==> src/rtl/count_display_driver.sv <==
// Four-digit multiplexed display driver for an up/down counter pair, with a frame-end snapshot.
// Optional leading-zero blanking of the tens digits: define LEADING_ZERO_BLANK_EN.
module count_display_driver #(
  parameter int REFRESH_DIV = 100000
) (
  input  logic       clk,
  input  logic       rst,
  input  logic [3:0] count_up,
  input  logic [3:0] count_down,
  input  logic       sel,
  input  logic       enable,
  output logic [3:0] an,
  output logic [6:0] seg,
  output logic       dp
);

  localparam int CW = (REFRESH_DIV > 1) ? $clog2(REFRESH_DIV) : 1;
  localparam logic [CW-1:0] LAST = CW'(REFRESH_DIV - 1);

  logic [CW-1:0] pre_cnt;
  logic [1:0]    idx;
  logic [3:0]    snap_up;
  logic [3:0]    snap_down;
  logic          snap_sel;
  logic          snap_en;
  logic          tick;

  logic [3:0]    val;
  logic [3:0]    digit;
  logic          blank;
  logic [3:0]    an_nxt;
  logic [6:0]    seg_nxt;
  logic          dp_nxt;

  function automatic logic [6:0] seg_code(input logic [3:0] d);
    case (d)
      4'd0:    seg_code = 7'h40;
      4'd1:    seg_code = 7'h79;
      4'd2:    seg_code = 7'h24;
      4'd3:    seg_code = 7'h30;
      4'd4:    seg_code = 7'h19;
      4'd5:    seg_code = 7'h12;
      4'd6:    seg_code = 7'h02;
      4'd7:    seg_code = 7'h78;
      4'd8:    seg_code = 7'h00;
      4'd9:    seg_code = 7'h10;
      default: seg_code = 7'h7F;
    endcase
  endfunction

  assign tick = (pre_cnt == LAST);

  always_ff @(posedge clk) begin
    if (rst) begin
      pre_cnt   <= '0;
      idx       <= 2'd0;
      snap_up   <= 4'd0;
      snap_down <= 4'd0;
      snap_sel  <= 1'b0;
      snap_en   <= 1'b0;
    end else begin
      pre_cnt <= tick ? '0 : pre_cnt + 1'b1;
      if (tick) begin
        idx <= idx + 2'd1;
        // Capture only at frame end so every digit of a frame comes from the same values
        if (idx == 2'd3) begin
          snap_up   <= count_up;
          snap_down <= count_down;
          snap_sel  <= sel;
          snap_en   <= enable;
        end
      end
    end
  end

  always_comb begin
    val     = idx[1] ? snap_down : snap_up;
    digit   = 4'd0;
    blank   = 1'b0;
    an_nxt  = 4'b1111;
    seg_nxt = 7'h7F;
    dp_nxt  = 1'b1;

    if (idx[0]) digit = (val >= 4'd10) ? 4'd1 : 4'd0;
    else        digit = (val >= 4'd10) ? val - 4'd10 : val;

`ifdef LEADING_ZERO_BLANK_EN
    blank = idx[0] && (digit == 4'd0);
`else
    blank = 1'b0;
`endif

    an_nxt[idx] = 1'b0;
    seg_nxt     = blank ? 7'h7F : seg_code(digit);
    // Decimal point marks the tens digit of the active direction
    if (snap_en && ((idx == 2'd1 && !snap_sel) || (idx == 2'd3 && snap_sel)))
      dp_nxt = 1'b0;
  end

  always_ff @(posedge clk) begin
    if (rst) begin
      an  <= 4'b1111;
      seg <= 7'h7F;
      dp  <= 1'b1;
    end else begin
      an  <= an_nxt;
      seg <= seg_nxt;
      dp  <= dp_nxt;
    end
  end

endmodule
==> config.mk <==
export PLATFORM = sky130hd
export DESIGN_NAME = count_display_driver
export DESIGN_NICKNAME = d
export VERILOG_FILES = /design/src/rtl/count_display_driver.sv
export SDC_FILE = /design/constraint.sdc
export NUM_CORES = 1
export LEC_CHECK = 0
export CAP_MARGIN = 10
export CORE_MARGIN = 1.5
export CORE_UTILIZATION = 50
export DETAILED_ROUTE_END_ITERATION = 8
export MAX_ROUTING_LAYER = met4
export PLACE_DENSITY = 0.79
export SLEW_MARGIN = 20
export SYNTH_ARGS = -nofsm -noshare
export SYNTH_HDL_FRONTEND = slang
export SYNTH_SLANG_ARGS = --single-unit
==> constraint.sdc <==
create_clock -name clk -period 2.6 [get_ports clk]
set_input_delay 0.26 -clock clk [delete_from_list [all_inputs] [get_ports clk]]
set_output_delay 0.26 -clock clk [all_outputs]
set_load 0.02 [all_outputs]
* After elaboration in Yosys (flattened, before gate mapping)
Memory sizes are Yosys's and may differ from the RTL's. A register that Yosys moved wholly into a read port is not among the register bits.
Index checks and enable logic that the tools add are counted.
** Word-level totals
- Input bits :: 12
- Memories kept :: 1
- Register bits after elaboration :: 34
- Word-level logic and storage cells :: 34
- Output and inout port bits :: 12
- ROM bits :: 112
** Memory list
- (no name shown) :: words 16, width 7, read ports 1, clocked after Yosys merged registers in 1, write ports 0, RTL line 36 : case (d)
** Operators by class
- Order comparisons :: 3
- $add $sub $neg :: 3
- Equal/unequal tests :: 3
- Bitwise logic cells :: 1
- Muxes and demuxes :: 7
- Reduce and logical (&&, ||, !) cells :: 8
** Operators with widths (number)
- $add A17 B1 Y17 const B :: 1
- $eq A17 B17 Y1 const B :: 1
- $mux W4 :: 3
- $ge A4 B4 Y1 const B :: 1
- $logic_and A1 B1 Y1 :: 4
- $not A4 Y4 :: 1
- $sub A4 B4 Y4 const B :: 1
- $lt A2 B3 Y1 const B :: 1
- $mux W1 :: 3
- $add A2 B1 Y2 const B :: 1
- $demux W1 S2 :: 1
- $eq A2 B1 Y1 const B :: 1
- $eq A2 B2 Y1 const B :: 1
- $ge A2 B1 Y1 const B :: 1
- $reduce_and A2 Y1 :: 1
- $reduce_or A2 Y1 :: 1
- $logic_not A1 Y1 :: 1
- $logic_or A1 B1 Y1 :: 1

* Depth between registers and ports, before layout
- Word-level depth :: 5
- Gate-level depth with buffers :: 9
- Gate-level depth less buffers :: 8

* Least setup slack after synthesis
OpenSTA, ideal clock, no wires.
- Path kind :: register to register
- Start point :: register idx[1]
- End point :: register seg[6]
- Stages on the path, launching flop included :: 10
- Arrival time :: 2.271 ns
- Data required time :: 2.484 ns
- Setup time :: 0.116 ns
- Slack :: 0.213 ns
- Cell sequence :: dfxtp_1 > buf_2 > mux2_2 > inv_1 > nand2_1 > a31oi_1 > inv_1 > ha_1 > or3_1 > a31o_2
** On the way
- Word-level cells in the longest chain between the ends :: 4
- Elaborated cells between the ends (all ways) :: 6
** RTL lines
- start, declared :: RTL line 21 : logic [1:0] idx;
- start signal, assigned :: RTL line 64 : idx <= idx + 2'd1;
- $mux W4 * :: RTL line 77 : val = idx[1] ? snap_down : snap_up;
- $sub A4 B4 Y4 or $ge A4 B4 Y1 (tied branches) :: RTL line 85, 84
- $mux W4 or $mux W1 (tied branches) :: RTL line 85, 84
- $mux W4 * :: RTL line 84 : if (idx[0]) digit = (val >= 4'd10) ? 4'd1 : 4'd0;
- end, declared :: RTL line 13 : output logic [6:0] seg,
Every way passes the cells marked *; elsewhere a longest branch is shown, timed or not.
A chain may end at the register's enable or synchronous reset.

* Worst setup path after layout
Ends and elaborated chain as after synthesis.

==> metrics.md <==
| Metric | Value |
|---|---|
| Final min period | 2285 ps |
| Routed length per instance | 11.93 µm |
| Chip Height | 63.61 µm |
| Top cell types by occurrence after synthesis | dfxtp_1, nor2_1, mux2i_1 |
| Worst Path Arrival | 2480 ps |
| Max incr delay on CP | approximately 500 ps |
| Post_cts resized | 0 |
| Sw Share | between 10% and 20% |
| Setup TNS | 0 ps |
| Worst-Margin Slew | 577.2 ps |
| # rows | 21 |
| Die W | roughly 64 µm |
| Area post-placement | 0.002126 mm² |
| Share of cells above drive strength 1 | under 10% |
| Syn-to-layout area delta | 21.39% |
| Drt total wl | about 3200 µm |
| Crit path max fanout | 6 |
| Clk Latency, worst-skew pair | 290 ps |
| P per Cell Area | 532.7 mW/mm² |
| Synth warn | 0 |
| Post-synth EDFFs | 0 |
| Final setup vio count | 0 |
| Adder-Cell Fraction of Synth Area | under 10% |
| Fin nets | 241 |
| Design area | 0.002230 mm² |
| # hold bufs at CTS | 0 |
| CP Launch Type | flop |
| DR pass1 iterations | 4 |
| Simple-gate share of the synthesized area | 21.32% |
| Post-synthesis async set-or-reset flop share | 0% |
| Clk pwr share | 40.9% |
| Synth Flop Type | dfxtp_1 |
| Iteration-0 DRC Markers | 54 |
| RSZ-0062 raised after global routing | no |
| Setup Skew | 11.47 ps |
| Pint | roughly 950 µW |
| CP max-delay cell | mux2i_1 |
| DR DRC count | 0 |
| Cell taking the most area after synthesis | dfxtp_1 |
| TritonCTS buffer count | 5 |
| Core Box Area | 0.003442 mm² |
| Count of input and output buffers | 23 |
| Psw | 236.8 µW |
| Most instantiated library cell after synthesis | dfxtp_1 |
| Mapped Nets | 213 |
| Cell count after synthesis | 192 |
| Synth Area in Compound Gates | 7.221% |
| Post-CTS Setup Bufs | 0 |
| Synth Area in XOR/XNOR | 7.153% |
| CTS tree | done |
| Placed cells | about 260 |
| Sequential area share after synthesis | approximately 45% |
| Finished Layout Cells | approximately 270 |
| Number of global-route vias before repair | approximately 1300 |
| Worst path cell trace | mux2i_1, ha_1, a221o_1, or3_1, a31o_2 |
| Crit share post-route | 87.89% |
| Detailed Place HPWL | 2306 µm |
| Leakage | about 0.86 nW |
| Largest cells by area after synthesis | dfxtp_1, mux2i_1, nor2_1, ha_1, xnor2_1 |
| Fraction of synthesized area in multiplexers | a little under a tenth |
| N_diodes | 0 |
| Vias per cell | 5.139 |
| Io pins | 24 |
| Hold path cells | 1 |
| CP Capture Type | flop |
| GR Util All Layers | 18.09% |
| CTS clk-pin slew, worst paths | roughly 80 ps |
| Synth unique cells | 37 |
| DIE AREA | 0.004046 mm² |
| Status | complete, no violations |
| Relative slew slack | between 60 and 70% |
| Synth Cell Area | 0.001837 mm² |
| Required @ worst endpoint | 2790 ps |
| Comb power frac | under 10% |
| CTS max path bufs | 2 |
| Fmax | 0.4376 GHz |
| Crit Path Category | reg -> reg |
| Largest family of logic cells by synthesized area | simple AND/OR/NAND/NOR gates |
| Min-delay worst type | reg -> reg |
| Syn avg cell area | 9.566 µm² |
| H-tree Lvls | 2 |
| Max-cap violation count | 0 |
| Final Max Tran Viols | 0 |
| Worst reg2reg path depth | 5 |
| #FFs+latches synth | 41 |
| Top-area cell type share of the netlist area | 44.69% |
| Initial antenna violation count | 0 |
| Sequential Power Share | 54.0% |
| Gpl congestion | 0.7392 |
| Starting Density | 53.36% |
| VDD IR max | 393.4 µV |
| Via count | 1367 |
| Antenna viol nets, final | 0 |
| First-pass GRT wire length | 5554 µm |
| # clock sinks | 41 |
| Grt total ovfl | 0 |
| Clock Root Buffer | clkbuf_8 |
| Largest net degree at the start of global routing | 25 |
| Final hold vios | 0 |
metal layers:
metal | routed length [µm] | track usage [%] | up-vias | part of all wire (%)
met4 | 14 | 4.076 | 0 | 0.44
met1 | 1466 | 21.84 | 627 | 46
li1 | - | - | 715 | -
met5 | 0 | - | - | 0
met3 | 143 | 6.607 | 2 | 4.5
met2 | 1549 | 28.95 | 23 | 49
metrics by stage:
| stage | setup WS [ps] | hold slack [ps] | utilization (%) | power (mW) |
|---|---|---|---|---|
| after floorplan | 213.1 | 361.5 | - | 0.6831 |
| after global placement | 379.1 | 398.0 | 61.76 | 0.7172 |
| after detailed placement | 328.6 | 408.7 | 61.76 | 0.7174 |
| after CTS | 320.0 | 426.4 | 64.78 | 1.202 |
| after global routing | 162.0 | 449.9 | 64.78 | 1.236 |
| final | 314.8 | 421.5 | 64.78 | 1.188 |
registers in the layout, indices dropped and copies added, names as in the netlist:
| register | flops |
|---|---|
| pre_cnt | 17 |
| seg | 7 |
| an | 4 |
| snap_down | 4 |
| snap_up | 4 |
| idx | 2 |
| dp | 1 |
| snap_en | 1 |
| snap_sel | 1 |
power by group through the flow:
stage,combinational [mW],clock (mW),sequential [mW]
6_report,0.0609,0.485,0.642
5_1_grt,0.0664,0.527,0.642
2_1_floorplan,0.0197,0,0.663
4_1_cts,0.0616,0.499,0.642
3_3_place_gp,0.0612,0,0.656
3_5_place_dp,0.0610,0,0.656
layout make-up:
| class | instances | area [µm²] |
|---|---|---|
| Inverter | 8 | 30.03 |
| Clock buffer | 5 | 68.82 |
| Tap cell | 46 | 57.56 |
| Clock inverter | 2 | 35.03 |
| Sequential cell | 41 | 820.8 |
| Fill cell | 275 | 1212 |
| Multi-Input combinational cell | 135 | 942.2 |
| Timing Repair Buffer | 29 | 275.3 |
critical path, delay by kind of cell, from the launching register on:
family,cells,cell delay (ps)
AO/OA/AOI/OAI,2,600
adder cells (fa/ha/maj),1,360
flip-flops,1,380
multiplexers,1,500
AND/OR/NAND/NOR,1,350
final timing paths:
path            from     end  slack, ps
min          snap_en      dp        420
max reg2reg   idx[1]  seg[6]        310
max           idx[1]  seg[6]        310
min reg2reg  snap_en      dp        420
placed cells by master, fill, tap and decap left out, drive strengths merged, types with 2 or more instances in the layout:
cell type and instances:
dfxtp 41, a21o 2, or3 3, nor2 33
mux2i 14, nand2 8, mux2 3, o21ai 3
or4bb 2, xor2 7, and3 2, inv 8
a2111o 2, nand3 12, nor4 3, nor3 4
nand2b 5, a21oi 2, xnor2 8, a31o 2
buf 6, ha 9, clkbuf 5, clkdlybuf4s50 23
kinds of logic (layout without fill, tap and decap cells):
logic type / after synthesis / count (layout)
adders and majority gates: 9 / 9
xor gates and xnor gates: 15 / 15
muxes: 17 / 17
buffers and inverters: 16 / 44
DFF: 41 / 41
and+or+nand+nor: 77 / 77
AOI/OAI and AO/OA: 17 / 17
(Power assumes the default switching activity.)
